### src/rtl/rgb_pixel_unpack.sv
// Byte-stream to RGB pixel unpacker: pops three interleaved colour bytes and pushes one pixel.
// Optional per-row alignment padding removal is compiled in with RGB_PIXEL_UNPACK_ROW_PAD_EN.
module rgb_pixel_unpack #(
  parameter int unsigned DATA_WIDTH = 8,
  parameter int unsigned BGR_ORDER  = 1,
  parameter int unsigned IMG_WIDTH  = 720
) (
  input  logic                  clk,
  input  logic                  rst,
  input  logic                  input_empty,
  input  logic [DATA_WIDTH-1:0] din,
  input  logic                  output_full,
  output logic                  read_fifo,
  output logic                  write_fifo,
  output logic [DATA_WIDTH-1:0] red,
  output logic [DATA_WIDTH-1:0] green,
  output logic [DATA_WIDTH-1:0] blue
);

  if (IMG_WIDTH == 0) begin : g_img_width_check
    $error("IMG_WIDTH must be nonzero");
  end

`ifdef RGB_PIXEL_UNPACK_ROW_PAD_EN
  typedef enum logic [1:0] {StCollect, StWrite, StPad} state_e;

  localparam int unsigned PadBytes = (4 - ((3 * IMG_WIDTH) % 4)) % 4;
  localparam int unsigned ColW     = (IMG_WIDTH > 1) ? $clog2(IMG_WIDTH) : 1;
  localparam logic [ColW-1:0] ColLast = ColW'(IMG_WIDTH - 1);
  // Modulo keeps the constant well-defined when no padding exists.
  localparam logic [1:0] PadLast = 2'((PadBytes + 3) % 4);

  logic [ColW-1:0] col_q, col_d;
  logic [1:0]      pad_q, pad_d;
`else
  typedef enum logic [0:0] {StCollect, StWrite} state_e;
`endif

  state_e                state_q, state_d;
  logic [1:0]            idx_q, idx_d;
  logic [DATA_WIDTH-1:0] red_q, red_d;
  logic [DATA_WIDTH-1:0] green_q, green_d;
  logic [DATA_WIDTH-1:0] blue_q, blue_d;

  // Strobes are gated by reset so they read 0 immediately while rst is low.
  always_comb begin
    read_fifo  = 1'b0;
    write_fifo = 1'b0;
    unique case (state_q)
      StCollect: read_fifo  = rst & ~input_empty;
      StWrite:   write_fifo = rst & ~output_full;
`ifdef RGB_PIXEL_UNPACK_ROW_PAD_EN
      StPad:     read_fifo  = rst & ~input_empty;
`endif
      default: ;
    endcase
  end

  always_comb begin
    state_d = state_q;
    idx_d   = idx_q;
    red_d   = red_q;
    green_d = green_q;
    blue_d  = blue_q;
`ifdef RGB_PIXEL_UNPACK_ROW_PAD_EN
    col_d   = col_q;
    pad_d   = pad_q;
`endif
    unique case (state_q)
      StCollect: begin
        if (!input_empty) begin
          unique case (idx_q)
            2'd0: begin
              if (BGR_ORDER != 0) blue_d = din;
              else                red_d  = din;
            end
            2'd1: green_d = din;
            default: begin
              if (BGR_ORDER != 0) red_d  = din;
              else                blue_d = din;
            end
          endcase
          if (idx_q == 2'd2) begin
            idx_d   = 2'd0;
            state_d = StWrite;
          end else begin
            idx_d = idx_q + 2'd1;
          end
        end
      end
      StWrite: begin
        if (!output_full) begin
`ifdef RGB_PIXEL_UNPACK_ROW_PAD_EN
          if (col_q == ColLast) begin
            col_d = '0;
            if (PadBytes != 0) begin
              pad_d   = 2'd0;
              state_d = StPad;
            end else begin
              state_d = StCollect;
            end
          end else begin
            col_d   = col_q + 1'b1;
            state_d = StCollect;
          end
`else
          state_d = StCollect;
`endif
        end
      end
`ifdef RGB_PIXEL_UNPACK_ROW_PAD_EN
      StPad: begin
        if (!input_empty) begin
          if (pad_q == PadLast) begin
            pad_d   = 2'd0;
            state_d = StCollect;
          end else begin
            pad_d = pad_q + 2'd1;
          end
        end
      end
`endif
      default: state_d = StCollect;
    endcase
  end

  always_ff @(posedge clk or negedge rst) begin
    if (!rst) begin
      state_q <= StCollect;
      idx_q   <= 2'd0;
      red_q   <= '0;
      green_q <= '0;
      blue_q  <= '0;
`ifdef RGB_PIXEL_UNPACK_ROW_PAD_EN
      col_q   <= '0;
      pad_q   <= 2'd0;
`endif
    end else begin
      state_q <= state_d;
      idx_q   <= idx_d;
      red_q   <= red_d;
      green_q <= green_d;
      blue_q  <= blue_d;
`ifdef RGB_PIXEL_UNPACK_ROW_PAD_EN
      col_q   <= col_d;
      pad_q   <= pad_d;
`endif
    end
  end

  assign red   = red_q;
  assign green = green_q;
  assign blue  = blue_q;

endmodule

### config.mk
export PLATFORM = sky130hd
export DESIGN_NAME = rgb_pixel_unpack
export DESIGN_NICKNAME = d
export VERILOG_FILES = /design/src/rtl/rgb_pixel_unpack.sv
export SDC_FILE = /design/constraint.sdc
export NUM_CORES = 1
export LEC_CHECK = 0
export CORE_AREA = 2 2 78 50
export DETAILED_ROUTE_END_ITERATION = 16
export DIE_AREA = 0 0 80 52
export GPL_ROUTABILITY_DRIVEN = 0
export GPL_TIMING_DRIVEN = 0
export PLACE_DENSITY = 0.72
export SYNTH_ARGS = -nofsm -noshare
export SYNTH_HDL_FRONTEND = slang
export SYNTH_SLANG_ARGS = --single-unit
### constraint.sdc
create_clock -name clk -period 1.5 [get_ports clk]
set_input_delay 0.225 -clock clk [delete_from_list [all_inputs] [get_ports clk]]
set_output_delay 0.225 -clock clk [all_outputs]
set_load 0.05 [all_outputs]
After elaboration in Yosys (flattened, before gate mapping)
Cells that the tools add are included.

Add/sub/neg operators: 1. Reductions and logical operators: 6. Equal/unequal tests: 2. Muxes and demuxes: 7. Bitwise operators: 6.

Operator list (number): $reduce_and 3->1 (3); $mux 1 (5); $not 1->1 (4); $add 2x1->2 const B (1); $and 1x1->1 (2); $eq 2x1->1 const B (1); $eq 2x2->1 const B (1); $logic_not 2->1 (1); $mux 2 (1); $pmux 1 s2 (1); $reduce_and 2->1 (1); $reduce_or 2->1 (1).

Output and inout bits: 26. Logic and storage cells: 27. Bits in registers: 27.

Logic depth before layout (Yosys ltp)
Depth after elaboration: 4. Mapped depth: 3. Mapped depth without buffers: 2.

Worst setup path after synthesis
Ideal clock, no wire load.

Kind: register to output. Start: register state_q. End: output write_fifo. Required time: 1.275 ns. Path slack: -0.387 ns. Arrival time: 1.662 ns. Buffers on the path: 1. Stages on the path, launching flop included: 3. Cells stage by stage: dfrtp_1 > buf_2 > nor3b_1.

Longest elaborated chain between the ends: 1.

RTL lines: start: declaration (RTL line 39) `state_e state_q, state_d;`; start signal: assignment (RTL line 129) `state_q <= StCollect;`; start signal: assignment (RTL line 139) `state_q <= state_d;`; $mux 1 (RTL line 49) `unique case (state_q)`; end: declaration (RTL line 14) `output logic write_fifo,`.

Every way passes these cells.

Worst setup path after layout
Start: register state_q. End: output read_fifo.

Longest elaborated chain between the ends: 1.

RTL lines: $mux 1 (RTL line 49); end: declaration (RTL line 13) `output logic read_fifo,`.

Every way passes these cells.

==> flow_summary.json <==
{
  "seq_area_frac_synth_pct": 63.8,
  "fin_util_pct": 46.5,
  "layout.nets": 128,
  "drc": 0,
  "synthDistinctLibCells": 15,
  "final.setup.worst_slack_ns": 0.0253,
  "total_clock_buffers_created_by_cts": 3,
  "worst_skew_pair.late_latency_ns": 0.27,
  "timing.fmax_mhz": 678,
  "tritoncts_num_sinks": 27,
  "crit_slowest_cell": "sky130_fd_sc_hd__dfrtp_2",
  "period_needed_ns": 1.47,
  "crit-reg2reg-launch": "state_q$_DFF_PN0_",
  "synth_area_leaders": "sky130_fd_sc_hd__dfrtp_1, sky130_fd_sc_hd__mux2_2, sky130_fd_sc_hd__mux2_1",
  "cp_cell_sequence": "or2_4 -> nor2_4 -> buf_6",
  "worst-setup-path-type": "flop to primary output",
  "path_max_fanout": 6,
  "worst_hold_slack_ns": 0.493,
  "die-height_um": 52,
  "worst_setup_hold_path_clk_slew_ns": 0.09,
  "number_of_synthesized_flops_with_an_enable_pin": 0,
  "drive_above_1_share_pct": 39.1,
  "synth.top_cell.area_share_pct": 63.8,
  "synth_most_common_cell": "sky130_fd_sc_hd__dfrtp_1",
  "antennaDiodeCount": 0,
  "final-seq-area_um2": 678,
  "clock_tree.htree_level_count": 1,
  "ctsRootBufferMaster": "sky130_fd_sc_hd__clkbuf_8",
  "grtUsageTotal_pct": 13.0,
  "syn_area_um2": 1060,
  "numPortBuffers": 37,
  "synth_warnings": 0,
  "firstDrtPassIters": 3,
  "drtAntennaViolNets": 0,
  "fillerInstances": 332,
  "vias_in_the_first_global_route": 773,
  "postSynthAreaPerCell_um2": 16.6,
  "grt_overflow": 0,
  "fin_setup_tns_ns": 0,
  "synth-async-reset-ratio_pct": 100,
  "worst_pin_slew_ns": 0.515,
  "postSynth.topFlopCell": "sky130_fd_sc_hd__dfrtp_1",
  "number_of_register_bits_inferred_by_synthesis": 27,
  "critical_path.max_stage_delay_ns": 0.48,
  "floorplan.initialDensity_pct": 30.4,
  "viasPerCell": 4.30,
  "timing.critical_path.from": "state_q$_DFF_PN0_",
  "finalHoldViolCount": 0,
  "mappedNetlistNets": 76,
  "path_buf_inv": 1,
  "boundaryPins": 38,
  "finalSetupViolCount": 0,
  "startpoint_type": "flop",
  "avgRoutedWirePerCell_um": 14.6,
  "grt_first_pass_wirelength_um": 3910,
  "cp_data_arrival_time_ns": 1.25,
  "first_iter_violations": 4,
  "clock_skew_ns": 0.00476,
  "min_period_over_period_pct": 98.3,
  "critical_path.top_delay_family": "flip-flops",
  "synth.cells.most_frequent": "sky130_fd_sc_hd__dfrtp_1, sky130_fd_sc_hd__mux2_2, sky130_fd_sc_hd__mux2_1",
  "grt_max_degree": 28,
  "slew_viol_final": 0,
  "multi_input_area_um2": 397,
  "synthCells": 64,
  "via_count": 697,
  "floorplan_core_area_um2": 3490,
  "rsz0062_at_grt": "yes",
  "max_slew_margin_pct": 65.8,
  "die_area_um2": 4160,
  "fp-row-count": 17,
  "hold_path.class": "input port to async pin",
  "routed_wirelength_um": 2370,
  "clock_path_buffers": 2,
  "crit_required_ns": 1.27,
  "end_kind": "primary output",
  "antenna_found_initial": 0,
  "dpl.hpwl_um": 1640,
  "netlist.top_cell.by_area": "sky130_fd_sc_hd__dfrtp_1",
  "area_delta_synth_final_pct": 53.1,
  "die_span_x_um": 80,
  "run_status": "complete, no violations",
  "cap_viol_max_count": 0,
  "dp_slack_ns": -1.55,
  "tritoncts_clock_tree": "yes"
}
registers in the layout, summed over array words and instances, names as in the netlist:
| register | cells |
|---|---|
| blue | 8 |
| green | 8 |
| idx_q | 2 |
| red | 8 |
| state_q | 1 |
metrics by stage:
| step | cell area [um2] | cells |
|---|---|---|
| 2_1_floorplan | 1070 | 64 |
| 3_3_place_gp | 1500 | 148 |
| 3_5_place_dp | 1500 | 148 |
| 4_1_cts | 1610 | 161 |
| 5_1_grt | 1620 | 162 |
| 6_report | 1620 | 162 |
repair_timing:
action,CTS,global route
setup endpoints to repair,50,3
endpoints found under the hold margin,27,0
setup buffers,8,1
resized for setup,47,3
hold buffers,2,0
pin swaps,3,0
worst reg2reg max path: stages, from the launching register on:
cell	delay (ns)
sky130_fd_sc_hd__dfrtp_2	0.48
sky130_fd_sc_hd__buf_4	0.17
sky130_fd_sc_hd__nor3b_4	0.21
sky130_fd_sc_hd__buf_4	0.17
sky130_fd_sc_hd__mux2_2	0.33
layout make-up:
type | instances | area share (%)
Sequential cell | 27 | 41.8
Timing Repair Buffer | 48 | 26.9
Multi-Input combinational cell | 35 | 24.4
Tap cell | 47 | 3.62
Clock buffer | 3 | 2.54
Clock inverter | 1 | 0.463
Inverter | 1 | 0.231
final timing paths:
check / endpoint / depth (start not counted) / slack (ns)
worst min-delay path: green[1]$_DFFE_PN0P_ / 3 / 0.49
min in group clk: green[4]$_DFFE_PN0P_ / 1 / 0.49
worst max register to register: red[1]$_DFFE_PN0P_ / 4 / 0.05
max in group asynchronous: state_q$_DFF_PN0_ / 3 / 0.84
worst min register to register: green[4]$_DFFE_PN0P_ / 1 / 0.49
worst max-delay path: read_fifo / 3 / 0.03
metal layers:
metal | routed length [um] | track usage (%) | up-vias
li1 | - | - | 326
met1 | 1050 | 14.9 | 346
met2 | 1100 | 22.8 | 25
met3 | 219 | 6.25 | 0
met4 | 0 | 1.69 | 0
met5 | 0 | 0 | -
cell families after synthesis:
logic type	Yosys count	share of synthesized area [%]
DFF	27	63.8
and+or+nand+nor	8	8.03
AOI/OAI and AO/OA	3	1.89
buffers and inverters	2	0.826
muxes	24	25.5
cells in the final DEF, fill, tap and decap left out:
master,instances
sky130_fd_sc_hd__nor4_4,1
sky130_fd_sc_hd__clkbuf_4,1
sky130_fd_sc_hd__buf_6,2
sky130_fd_sc_hd__nor3b_4,1
sky130_fd_sc_hd__nor3b_2,1
sky130_fd_sc_hd__nor4b_4,1
sky130_fd_sc_hd__a21o_1,2
sky130_fd_sc_hd__buf_4,9
sky130_fd_sc_hd__nand2_1,1
sky130_fd_sc_hd__dlygate4sd3_1,1
sky130_fd_sc_hd__nor2_4,1
sky130_fd_sc_hd__clkbuf_8,3
sky130_fd_sc_hd__or2_4,1
sky130_fd_sc_hd__o21ai_0,1
sky130_fd_sc_hd__mux2_2,20
sky130_fd_sc_hd__dfrtp_2,2
sky130_fd_sc_hd__inv_1,1
sky130_fd_sc_hd__dfrtp_1,25
sky130_fd_sc_hd__clkinvlp_4,1
sky130_fd_sc_hd__dlygate4sd2_1,25
sky130_fd_sc_hd__buf_12,1
sky130_fd_sc_hd__clkdlybuf4s50_1,9
sky130_fd_sc_hd__mux2_1,4
sky130_fd_sc_hd__nand2b_1,1
Power is not shown: default switching activity piles up to over one toggle a cycle in this logic, so the estimate is an artifact.
